==> src/rtl/debug_bus_responder_if.sv <==
// Debug bus carrying single-cycle read/write strobes and a registered read response.
interface debug_bus_responder_if;
    logic [15:0] addr;
    logic [7:0]  wdata;
    logic        write_strobe;
    logic        read_strobe;
    logic [7:0]  rdata;
    logic        rdata_valid;

    modport master (
        output addr, wdata, write_strobe, read_strobe,
        input  rdata, rdata_valid
    );

    modport slave (
        input  addr, wdata, write_strobe, read_strobe,
        output rdata, rdata_valid
    );
endinterface

==> src/rtl/debug_bus_responder.sv <==
// 16-byte debug register window: 12 control bytes, synchronized status, write pulse,
// access and dropped-read counters, serviced by a three-state read FSM.
module debug_bus_responder #(
    parameter logic [15:0] BASE_ADDR  = 16'h0000,
    parameter logic [95:0] CTRL_RESET = 96'h0
) (
    input  logic                         clk,
    input  logic                         rst_n,
    debug_bus_responder_if.slave         dbus,
    output logic [95:0]                  ctrl_out,
    input  logic [7:0]                   status_in,
    output logic [7:0]                   pulse_out
);
    typedef enum logic [1:0] {IDLE, CAPTURE, RESPOND} rd_state_t;

    rd_state_t  state_reg;
    logic [7:0] ctrl_reg [12];
    logic [7:0] sync1_reg;
    logic [7:0] sync2_reg;
    logic [7:0] pulse_reg;
    logic [7:0] acc_cnt_reg;
    logic [7:0] drop_cnt_reg;
    logic [3:0] off_reg;
    logic [7:0] cap_data_reg;
    logic [7:0] rdata_reg;
    logic       valid_reg;

    logic       hit;
    logic [3:0] offset;
    logic       wr_hit;
    logic       rd_accept;
    logic       rd_drop;
    logic [7:0] acc_inc;
    logic [7:0] snap_next;

    assign hit       = (dbus.addr[15:4] == BASE_ADDR[15:4]);
    assign offset    = dbus.addr[3:0];
    assign wr_hit    = dbus.write_strobe & hit;
    assign rd_accept = dbus.read_strobe & hit & (state_reg == IDLE);
    assign rd_drop   = dbus.read_strobe & hit & (state_reg != IDLE);
    assign acc_inc   = {7'd0, wr_hit} + {7'd0, rd_accept};

    // Control bytes and the drop counter are snapshotted at acceptance so a
    // coincident write to the same offset returns the pre-write value.
    always_comb begin
        snap_next = 8'h00;
        if (offset < 4'd12)
            snap_next = ctrl_reg[offset];
        else if (offset == 4'hF)
            snap_next = drop_cnt_reg;
    end

    always_ff @(posedge clk or negedge rst_n) begin
        if (!rst_n) begin
            for (int i = 0; i < 12; i++)
                ctrl_reg[i] <= CTRL_RESET[8*i +: 8];
            sync1_reg    <= 8'h00;
            sync2_reg    <= 8'h00;
            pulse_reg    <= 8'h00;
            acc_cnt_reg  <= 8'h00;
            drop_cnt_reg <= 8'h00;
        end else begin
            sync1_reg   <= status_in;
            sync2_reg   <= sync1_reg;
            acc_cnt_reg <= acc_cnt_reg + acc_inc;
            pulse_reg   <= (wr_hit && offset == 4'hD) ? dbus.wdata : 8'h00;
            if (wr_hit && offset < 4'd12)
                ctrl_reg[offset] <= dbus.wdata;
            if (wr_hit && offset == 4'hF)
                drop_cnt_reg <= 8'h00;
            else if (rd_drop && drop_cnt_reg != 8'hFF)
                drop_cnt_reg <= drop_cnt_reg + 8'd1;
        end
    end

    always_ff @(posedge clk or negedge rst_n) begin
        if (!rst_n) begin
            state_reg    <= IDLE;
            off_reg      <= 4'h0;
            cap_data_reg <= 8'h00;
            rdata_reg    <= 8'h00;
            valid_reg    <= 1'b0;
        end else begin
            case (state_reg)
                IDLE: begin
                    valid_reg <= 1'b0;
                    if (rd_accept) begin
                        off_reg      <= offset;
                        cap_data_reg <= snap_next;
                        state_reg    <= CAPTURE;
                    end
                end
                CAPTURE: begin
                    case (off_reg)
                        4'hC:    rdata_reg <= sync2_reg;
                        4'hD:    rdata_reg <= 8'h00;
                        4'hE:    rdata_reg <= acc_cnt_reg;
                        default: rdata_reg <= cap_data_reg;
                    endcase
                    valid_reg <= 1'b1;
                    state_reg <= RESPOND;
                end
                RESPOND: begin
                    valid_reg <= 1'b0;
                    state_reg <= IDLE;
                end
                default: begin
                    valid_reg <= 1'b0;
                    state_reg <= IDLE;
                end
            endcase
        end
    end

    generate
        for (genvar gi = 0; gi < 12; gi++) begin : g_ctrl
            assign ctrl_out[8*gi +: 8] = ctrl_reg[gi];
        end
    endgenerate

    assign pulse_out        = pulse_reg;
    assign dbus.rdata       = rdata_reg;
    assign dbus.rdata_valid = valid_reg;
endmodule

==> src/flat_wrapper.sv <==
// flat-port wrapper written by rule: the top's interface ports become plain ports
module debug_bus_responder_flat 
#(
    parameter logic [15:0] BASE_ADDR  = 16'h0000,
    parameter logic [95:0] CTRL_RESET = 96'h0
)
  (clk, rst_n, ctrl_out, status_in, pulse_out, dbus_addr, dbus_wdata, dbus_write_strobe, dbus_read_strobe, dbus_rdata, dbus_rdata_valid);
  debug_bus_responder_if dbus_i ();
  input  logic clk;
  input  logic rst_n;
  output logic [95:0] ctrl_out;
  input  logic [7:0] status_in;
  output logic [7:0] pulse_out;
  input wire logic [$bits(dbus_i.addr)-1:0] dbus_addr;
  input wire logic [$bits(dbus_i.wdata)-1:0] dbus_wdata;
  input wire logic [$bits(dbus_i.write_strobe)-1:0] dbus_write_strobe;
  input wire logic [$bits(dbus_i.read_strobe)-1:0] dbus_read_strobe;
  output wire logic [$bits(dbus_i.rdata)-1:0] dbus_rdata;
  output wire logic [$bits(dbus_i.rdata_valid)-1:0] dbus_rdata_valid;
  assign dbus_i.addr = dbus_addr;
  assign dbus_i.wdata = dbus_wdata;
  assign dbus_i.write_strobe = dbus_write_strobe;
  assign dbus_i.read_strobe = dbus_read_strobe;
  assign dbus_rdata = dbus_i.rdata;
  assign dbus_rdata_valid = dbus_i.rdata_valid;
  debug_bus_responder #(.BASE_ADDR(BASE_ADDR), .CTRL_RESET(CTRL_RESET)) u_core (.clk(clk), .rst_n(rst_n), .dbus(dbus_i), .ctrl_out(ctrl_out), .status_in(status_in), .pulse_out(pulse_out));
endmodule
==> config.mk <==
export PLATFORM = sky130hd
export DESIGN_NAME = debug_bus_responder_flat
export DESIGN_NICKNAME = d
export VERILOG_FILES = /design/src/rtl/debug_bus_responder_if.sv /design/src/rtl/debug_bus_responder.sv /design/src/flat_wrapper.sv
export SDC_FILE = /design/constraint.sdc
export NUM_CORES = 1
export LEC_CHECK = 0
export BUFFER_PORTS_ARGS = -buffer_cell sky130_fd_sc_hd__buf_4
export CORE_MARGIN = 5
export CORE_UTILIZATION = 50
export CTS_CLUSTER_DIAMETER = 80
export DETAILED_ROUTE_END_ITERATION = 10
export HOLD_SLACK_MARGIN = 0.05
export PLACE_DENSITY_LB_ADDON = 0.12
export SYNTH_ARGS = -nofsm -noshare
export SYNTH_HDL_FRONTEND = slang
export SYNTH_SLANG_ARGS = --single-unit
export TNS_END_PERCENT = 20
==> constraint.sdc <==
create_clock -name clk -period 2.4 [get_ports clk]
set_clock_uncertainty 0.15 [all_clocks]
set_input_delay 0.72 -clock clk [delete_from_list [all_inputs] [get_ports clk]]
set_output_delay 0.72 -clock clk [all_outputs]
set_load 0.005 [all_outputs]
# After elaboration in Yosys (flattened, before gate mapping)
# Index checks and enable logic that the tools add are counted.
totals:
  out_inout_bits: 113
  reg_bits: 159
  in_bits: 36
classes:
  n_reduce_logical: 10
  n_lt_le_gt_ge: 3
  bitwise: 5
  n_mux: 15
  addsub: 3
  eq_ne: 8
ops:
  columns: ["op", "count"]
  rows:
  - ["$bwmux 96", 1]
  - ["$mux 8", 8]
  - ["$bmux 8 s4", 1]
  - ["$demux 8 s4", 1]
  - ["$pmux 8 s3", 1]
  - ["$eq 4x4->1 const B", 5]
  - ["$logic_not 12->1", 1]
  - ["$add 8x1->8 const B", 1]
  - ["$add 8x8->8", 1]
  - ["$ne 8x8->1 const B", 1]
  - ["$ge 5x5->1 const B", 1]
  - ["$logic_and 1x1->1", 5]
  - ["$lt 5x1->1 const B", 1]
  - ["$not 4->5", 1]
  - ["$and 1x1->1", 4]
  - ["$lt 4x4->1 const B", 1]
  - ["$pmux 2 s2", 1]
  - ["$reduce_bool 2->1", 2]
  - ["$add 1x1->2", 1]
  - ["$eq 2x1->1 const B", 1]
  - ["$logic_not 2->1", 1]
  - ["$mux 2", 1]
  - ["$ne 2x1->1 const B", 1]
  - ["$reduce_and 2->1", 1]
  - ["$mux 1", 1]

# Logic depth before layout (Yosys ltp)
# Gate-level depths: netlist (run 1).
logic_depth:
  word_depth: 6
  depth_mapped: 11
  depth_no_buf: 10

# Worst setup path after synthesis (run 1)
# No wires, ideal clock.
synth_path:
  path_kind: "in2reg"
  startpoint: "input dbus_addr[11]"
  endpoint: "register u_core.acc_cnt_reg[6]"
  arrival_ns: 3.135
  setup_time_ns: 0.123
  required_time_ns: 2.127
  path_slack_ns: -1.008
  stages: 11
  cell_sequence: "or4_1 -> clkbuf_1 -> nor4_2 -> buf_2 -> ha_1 -> ha_1 -> inv_1 -> fa_1 -> nor2b_1 -> nand4_1 -> xnor2_1"
synth_via:
  elab_chain_cells: 5
synth_lines:
  columns: ["item", "line_no", "text"]
  rows:
  - ["start, declared", "flat_wrapper.sv:14", "input wire logic [$bits(dbus_i.addr)-1:0] dbus_addr;"]
  - ["$logic_not 12->1 (*)", "debug_bus_responder.sv:36", "assign hit = (dbus.addr[15:4] == BASE_ADDR[15:4]);"]
  - ["$and 1x1->1 (2 in a row)", "debug_bus_responder.sv:39", "assign rd_accept = dbus.read_strobe & hit & (state_reg == IDLE);"]
  - ["$add 1x1->2 (*)", "debug_bus_responder.sv:41", "assign acc_inc = {7'd0, wr_hit} + {7'd0, rd_accept};"]
  - ["$add 8x8->8 (*)", "debug_bus_responder.sv:65", "acc_cnt_reg <= acc_cnt_reg + acc_inc;"]
  - ["end signal, assigned", "debug_bus_responder.sv:65", null]
  - ["end, declared", "debug_bus_responder.sv:21", "logic [7:0] acc_cnt_reg;"]
# Mark *: on every way between the ends. The rest lies on a longest branch, timed or not.
# A chain may end at the register's enable or synchronous reset.

# Worst setup path in the final report (run 1)
layout_path:
  startpoint: "input dbus_addr[7]"
  endpoint: "register u_core.acc_cnt_reg[6]"
# The elaborated chain is that of the path after synthesis.

==> results.yml, run 1 <==
clock_network:
  cts_buffers: 17
  clk_latency_ns: 0.42
  cts-htree-levels: 4
  cts-root-buf: "clkbuf_16"
  cts_tree: "done"
  clock_path_buffers: 2
  hold_buffers: 0
  numClockSinks: 159
  clk_pin_slew_ns: 0.06
synth:
  yosys_warnings: 0
  synthCells: 532
  syn_area_per_cell_um2: 13.7
  synth_edf_count: 0
  syn_area_um2: 7270
  ys_async_sr_fraction: 1.00
  syn_nets: 573
  ys.flop_type: "dfrtp_1"
  yosysSeqAreaShare: 0.548
  synth_seq_cells: 159
  synth_cell_type_count: 49
route:
  drt_iter0_drc: 368
  drc_errors: 0
  vias: 5277
  ant_nets: 0
  wl_per_cell_um: 21.1
  wl_um: 19800
  vias_per_cell: 5.63
  firstDrtPassIters: 7
grt:
  grt_max_degree: 42
  grt_pass1_wl_um: 30500
  grt_use_total: 0.239
  overflow: 0
  first_global_vias: 5497
  antenna_found_initial: 0
die:
  core_um2: 14400
  die_h_um: 131
  rows: 44
  die_area_um2: 17000
  dieWidth_um: 131
  io_pins: 149
  start_util: 0.506
timing:
  final_hold_viol_count: 0
  final-setup-viol-count: 16
  period_minus_slack_ns: 2.63
  period_share: 1.09
  fin_ws_ns: -0.227
  worst_pin_slew_ns: 0.660
  max-slew-margin-rel: 0.555
  fmax_mhz: 381
  rsz0062_at_grt: "true"
  tns_ns: -0.749
  slew_violations: 0
hold_path:
  min_path_type: "input pin to asynchronous set/reset pin"
place:
  io_buffers: 148
  hpwl_um: 14400
  gp_congestion: 0.818
  pre_cts_ws_ns: -0.767
power_and_ir_drop:
  fin_total_pwr_mw: 5.97
  vdd_drop_max_v: 0.000507
  power_per_cell_area_nw_per_um2: 597
  p_leak_nw: 4.88
job:
  drv_cap: 0
worst_setup_path:
  cp_top_family: "simple AND/OR/NAND/NOR gates"
  worstPathCellList: "buf_6 > or4_4 > nor4_4 > ha_4 > ha_4 > inv_2 > fa_2 > nor2b_2 > nand4_1 > xnor2_1"
  path_buf_inv: 2
  crit_path_top_delay_cell: "or4_4"
  r2r_cells: 9
  cp.arrival_ns: 2.78
  reg2reg_to: "u_core.acc_cnt_reg[6]"
  crit_top_cell: "ha_4"
  rrSetupSlack_ns: -0.10
  worstSetupPathType: "input pin to flip-flop"
  crit_path_max_incr_delay_ns: 0.55
  cp.required_ns: 2.55
  end_kind: "flip-flop"
  start_kind: "input pin"
  worst-path-max-fanout: 2
  timing.rr.start: "u_core.state_reg[1]"
finish:
  nets: 782
  drive_above_1_share: 0.552
  n_antenna_cell: 0
  areaGrowthSynthToFinish_pct: 37.5
  fin_util: 0.695
  num-fill-cells: 1074
  largest_register_ffs: 96
run_status:
  violations: "negative setup slack"
  status: "finished with violations"
-- worst max path at each step --
stage / slack [ns] / depth (start not counted) / end / startpoint
detailed placement: -0.77 / 10 / u_core.acc_cnt_reg[6] / dbus_addr[7]
CTS: -0.23 / 10 / u_core.acc_cnt_reg[6] / dbus_addr[12]
finish: -0.23 / 10 / u_core.acc_cnt_reg[6] / dbus_addr[7]
global route: -0.35 / 10 / u_core.acc_cnt_reg[6] / dbus_addr[7]
global placement: -0.68 / 10 / u_core.acc_cnt_reg[6] / dbus_addr[7]
floorplan: -0.65 / 11 / u_core.acc_cnt_reg[6] / dbus_addr[11]
-- synthesized netlist by cell type, drive strengths merged (2+ instances only) --
cell type | count | area (µm²)
inv | 7 | 26.3
and3b | 2 | 17.5
nand3 | 6 | 30.0
a21oi | 16 | 80.1
xor2 | 2 | 17.5
nor2b | 5 | 31.3
xnor2 | 4 | 35.0
ha | 4 | 50.1
and3 | 9 | 56.3
mux2 | 116 | 1340
buf | 13 | 71.3
mux4 | 16 | 360
nor2 | 20 | 75.1
dfrtp | 159 | 3980
clkbuf | 19 | 71.3
or3 | 2 | 12.5
o31ai | 5 | 37.5
o21ai | 6 | 30.0
a22o | 6 | 52.6
nor3 | 8 | 60.1
a222oi | 8 | 80.1
a31oi | 8 | 50.1
nand4b | 2 | 17.5
and2 | 8 | 50.1
nor4 | 11 | 201
a22oi | 8 | 60.1
nand2 | 35 | 131
or4 | 8 | 61.3
nand4 | 7 | 58.8
nor3b | 2 | 15.0
-- layer usage --
layer	vias up	global-route usage	part of all wire
met5	-	0	0
met4	0	0.0659	0.013
met3	17	0.0630	0.058
met2	161	0.392	0.51
met1	2701	0.319	0.42
li1	2398	-	-
-- per-stage QoR --
stage / hold WS (ns) / std cells / cell area (µm²)
after global placement: 0.184 / 899 / 9140
after global routing: 0.0785 / 938 / 9990
after CTS: 0.0715 / 935 / 9860
after floorplan: 0.181 / 532 / 7340
after detailed placement: 0.190 / 899 / 9140
final: 0.0680 / 938 / 9990
-- worst register-to-register path, stage by stage, from the launching register on --
cell and delay [ns]:
dfrtp_1 0.39, or3b_4 0.42, nor4_4 0.34, ha_4 0.18, ha_4 0.12, inv_2 0.03
fa_2 0.34, nor2b_2 0.14, nand4_1 0.11, xnor2_1 0.16
-- timing repair --
| action | CTS | global route |
|---|---|---|
| pin swaps | 12 | 8 |
| buffers inserted | 4 | 5 |
| cloned | 0 | 0 |
| setup endpoints to repair | 28 | 56 |
| resized for setup | 7 | 27 |
-- where the power goes --
group | switching (mW) | leakage, nW | internal, mW
Combinational | 0.170 | 2.40 | 0.126
Sequential | 0.00839 | 2.18 | 2.70
Clock | 1.08 | 0.309 | 1.88
-- area by class of cell --
class / instances / area, µm² / area share
clock buffers: 20 / 447 / 0.0447
clock inverters: 12 / 206 / 0.0207
inverters: 7 / 26.3 / 0.00263
multi-input cells: 334 / 3240 / 0.324
flip-flops and latches: 159 / 3980 / 0.398
well taps: 184 / 230 / 0.0230
repair buffers: 222 / 1860 / 0.186
-- cell usage in the layout, fill, tap and decap left out, types with 8 or more instances in the layout --
cell	n
a31oi_1	8
nand2_1	34
a222oi_1	8
buf_12	10
buf_6	17
nor4_4	9
and2_1	8
mux2_4	20
a21oi_1	16
and3_1	9
mux4_2	16
a22oi_1	8
nor2_1	18
mux2_2	96
clkbuf_16	17
buf_4	194
dfrtp_1	159
-- kinds of logic (layout without fill, tap and decap cells) --
logic type	Yosys count	count (layout)	share of synthesized area
flip-flops	159	159	0.548
multiplexers	132	132	0.234
AND/OR/NAND/NOR	131	131	0.122
AO/OA/AOI/OAI	60	60	0.0568
buffers and inverters	39	261	0.0232
XOR/XNOR	6	6	0.00723
adder cells (fa/ha/maj)	5	5	0.00964
Note: power is estimated with default switching activity, not from simulation.
==> inputs of run 2 (changes only) <==
--- a/config.mk
+++ b/config.mk
@@ -11,7 +11,7 @@
 export CTS_CLUSTER_DIAMETER = 80
 export DETAILED_ROUTE_END_ITERATION = 10
 export HOLD_SLACK_MARGIN = 0.05
-export PLACE_DENSITY_LB_ADDON = 0.12
+export PLACE_DENSITY = 0.85
 export SYNTH_ARGS = -nofsm -noshare
 export SYNTH_HDL_FRONTEND = slang
 export SYNTH_SLANG_ARGS = --single-unit
==> run 2 against run 1 <==
  * The flow still finishes with violations (negative setup slack)
  * Cell count fell by 1.1%
  * Setup slack improved by 0.0034 ns
  * Die area did not move
  * Non-clock buffer count is 10 lower
  * Register-to-register slack gained 0.02 ns
  * Clock power down 2%
  * Utilization decreased by 0.85 points
  * Count of clock-buffer cells in the layout unchanged
  * Sequential power about the same
  * Routed wire length grew 0.89%
  * Global-route usage is 0.38 points higher
  * Largest cell class unchanged
==> results.yml, run 2 (same netlist as run 1, synthesis figures left out) <==
die:
  die_h_um: 131
  rows: 44
  core_um2: 14400
  die_area_um2: 17000
  io_pins: 149
  dieWidth_um: 131
  start_util: 0.506
finish:
  nets: 772
  fin_util: 0.687
  final_cell_mix: "buf_4, dfrtp_1, mux2_2, nand2_1"
  design_area_um2: 9870
  n_antenna_cell: 0
  drive_above_1_share: 0.550
  largest_register_ffs: 96
  areaGrowthSynthToFinish_pct: 35.8
  final_common_cell: "buf_4"
job:
  drv_cap: 0
clock_network:
  cts_tree: "done"
  cts-root-buf: "clkbuf_16"
  cts_buffers: 17
  clk_latency_ns: 0.42
  clock_path_buffers: 2
  cts-htree-levels: 4
  clk_pin_slew_ns: 0.06
  numClockSinks: 159
grt:
  grt_pass1_wl_um: 31400
  overflow: 0
  grt_use_total: 0.243
  grt_max_degree: 53
  first_global_vias: 5750
  antenna_found_initial: 0
timing:
  final-setup-viol-count: 13
  period_minus_slack_ns: 2.62
  slew_violations: 0
  final_hold_viol_count: 0
  fin_ws_ns: -0.223
  rsz0062_at_grt: "true"
  max-slew-margin-rel: 0.470
  period_share: 1.09
  fmax_mhz: 381
  worst_pin_slew_ns: 0.789
worst_setup_path:
  worstSetupPathType: "input pin to flip-flop"
  cp.arrival_ns: 2.78
  rrSetupSlack_ns: -0.08
  end_kind: "flip-flop"
  start_kind: "input pin"
  worst-path-max-fanout: 2
  cp.required_ns: 2.55
power_and_ir_drop:
  vdd_drop_max_v: 0.000495
  power_per_cell_area_nw_per_um2: 597
  p_leak_nw: 4.84
route:
  ant_nets: 0
  dr_wl_met2_um: 10000
  vias_per_cell: 5.82
  firstDrtPassIters: 6
  wl_per_cell_um: 21.5
  drc_errors: 0
  top_layer_used: "met4"
  wl_um: 20000
  vias: 5403
  met3_length_um: 1410
  drt-met1-wl_um: 7890
  drt_iter0_drc: 387
place:
  io_buffers: 148
  place_area_um2: 9050
  hpwl_um: 14400
  gp_congestion: 0.870
run_status:
  violations: "negative setup slack"
  status: "finished with violations"
hold_path:
  min_path_type: "input pin to asynchronous set/reset pin"
==> run 2: cell count changes in the layout (fill, tap and decap cells not counted), sizes merged <==
cell / change
bufinv: -1
clkinv: +2
clkinvlp: -1
buf: -10
==> run 2: critical path, cell delays in order <==
cell and delay [ns]:
buf_6 0.09, or4_4 0.55, nor4_4 0.33, ha_4 0.18, ha_4 0.12, inv_2 0.04, fa_2 0.35, nor2b_2 0.15
nand4_1 0.10, xnor2_1 0.14
==> run 2: layout make-up <==
type,count,area (µm²)
inverter,7,26.3
multi-input combinational,334,3230
sequential,159,3980
clock inverter,12,180
clock buffer,20,467
timing repair buffer,212,1760
fill,962,4500
tap,184,230
==> run 2: final timing paths <==
check / startpoint / end / cells after the start
worst max-delay path: dbus_addr[8] / u_core.acc_cnt_reg[6] / 10
max in group asynchronous: rst_n / u_core.ctrl_out[94] / 2
worst min-delay path: rst_n / u_core.drop_cnt_reg[3] / 1
worst min register to register: u_core.sync1_reg[2] / u_core.sync2_reg[2] / 0
min in group clk: u_core.sync1_reg[2] / u_core.sync2_reg[2] / 0
worst max register to register: u_core.state_reg[1] / u_core.acc_cnt_reg[6] / 9
==> run 2: timing repair <==
item,CTS,global route
hold buffers,0,0
setup endpoints to repair,78,54
gates cloned,0,0
setup buffers,3,3
pin swaps,11,9
resized for setup,22,12
==> run 2: metal layers <==
layer | GRT usage | vias to the layer above
li1 | - | 2364
met1 | 0.311 | 2769
met3 | 0.0642 | 43
met2 | 0.399 | 227
met5 | 0 | -
met4 | 0.0938 | 0
==> run 2: per-stage QoR <==
| stage | instances | TNS [ns] | worst slack [ns] | hold WS [ns] | total power [mW] |
|---|---|---|---|---|---|
| floorplan | 532 | -9.99 | -0.652 | 0.181 | 2.84 |
| global placement | 890 | -45.81 | -0.678 | 0.185 | 3.02 |
| detailed placement | 890 | -55.69 | -0.793 | 0.185 | 3.03 |
| global route | 928 | -1.40 | -0.267 | 0.145 | 6.08 |
| finish | 928 | -0.701 | -0.223 | 0.110 | 5.90 |
| CTS | 925 | -1.01 | -0.250 | 0.120 | 5.91 |
==> run 2: report_power, final <==
part / leakage (nW) / internal [mW] / switching, mW
logic: 2.34 / 0.118 / 0.168
clock network: 0.313 / 1.83 / 1.07
registers: 2.18 / 2.70 / 0.00839
total: 4.84 / 4.65 / 1.25
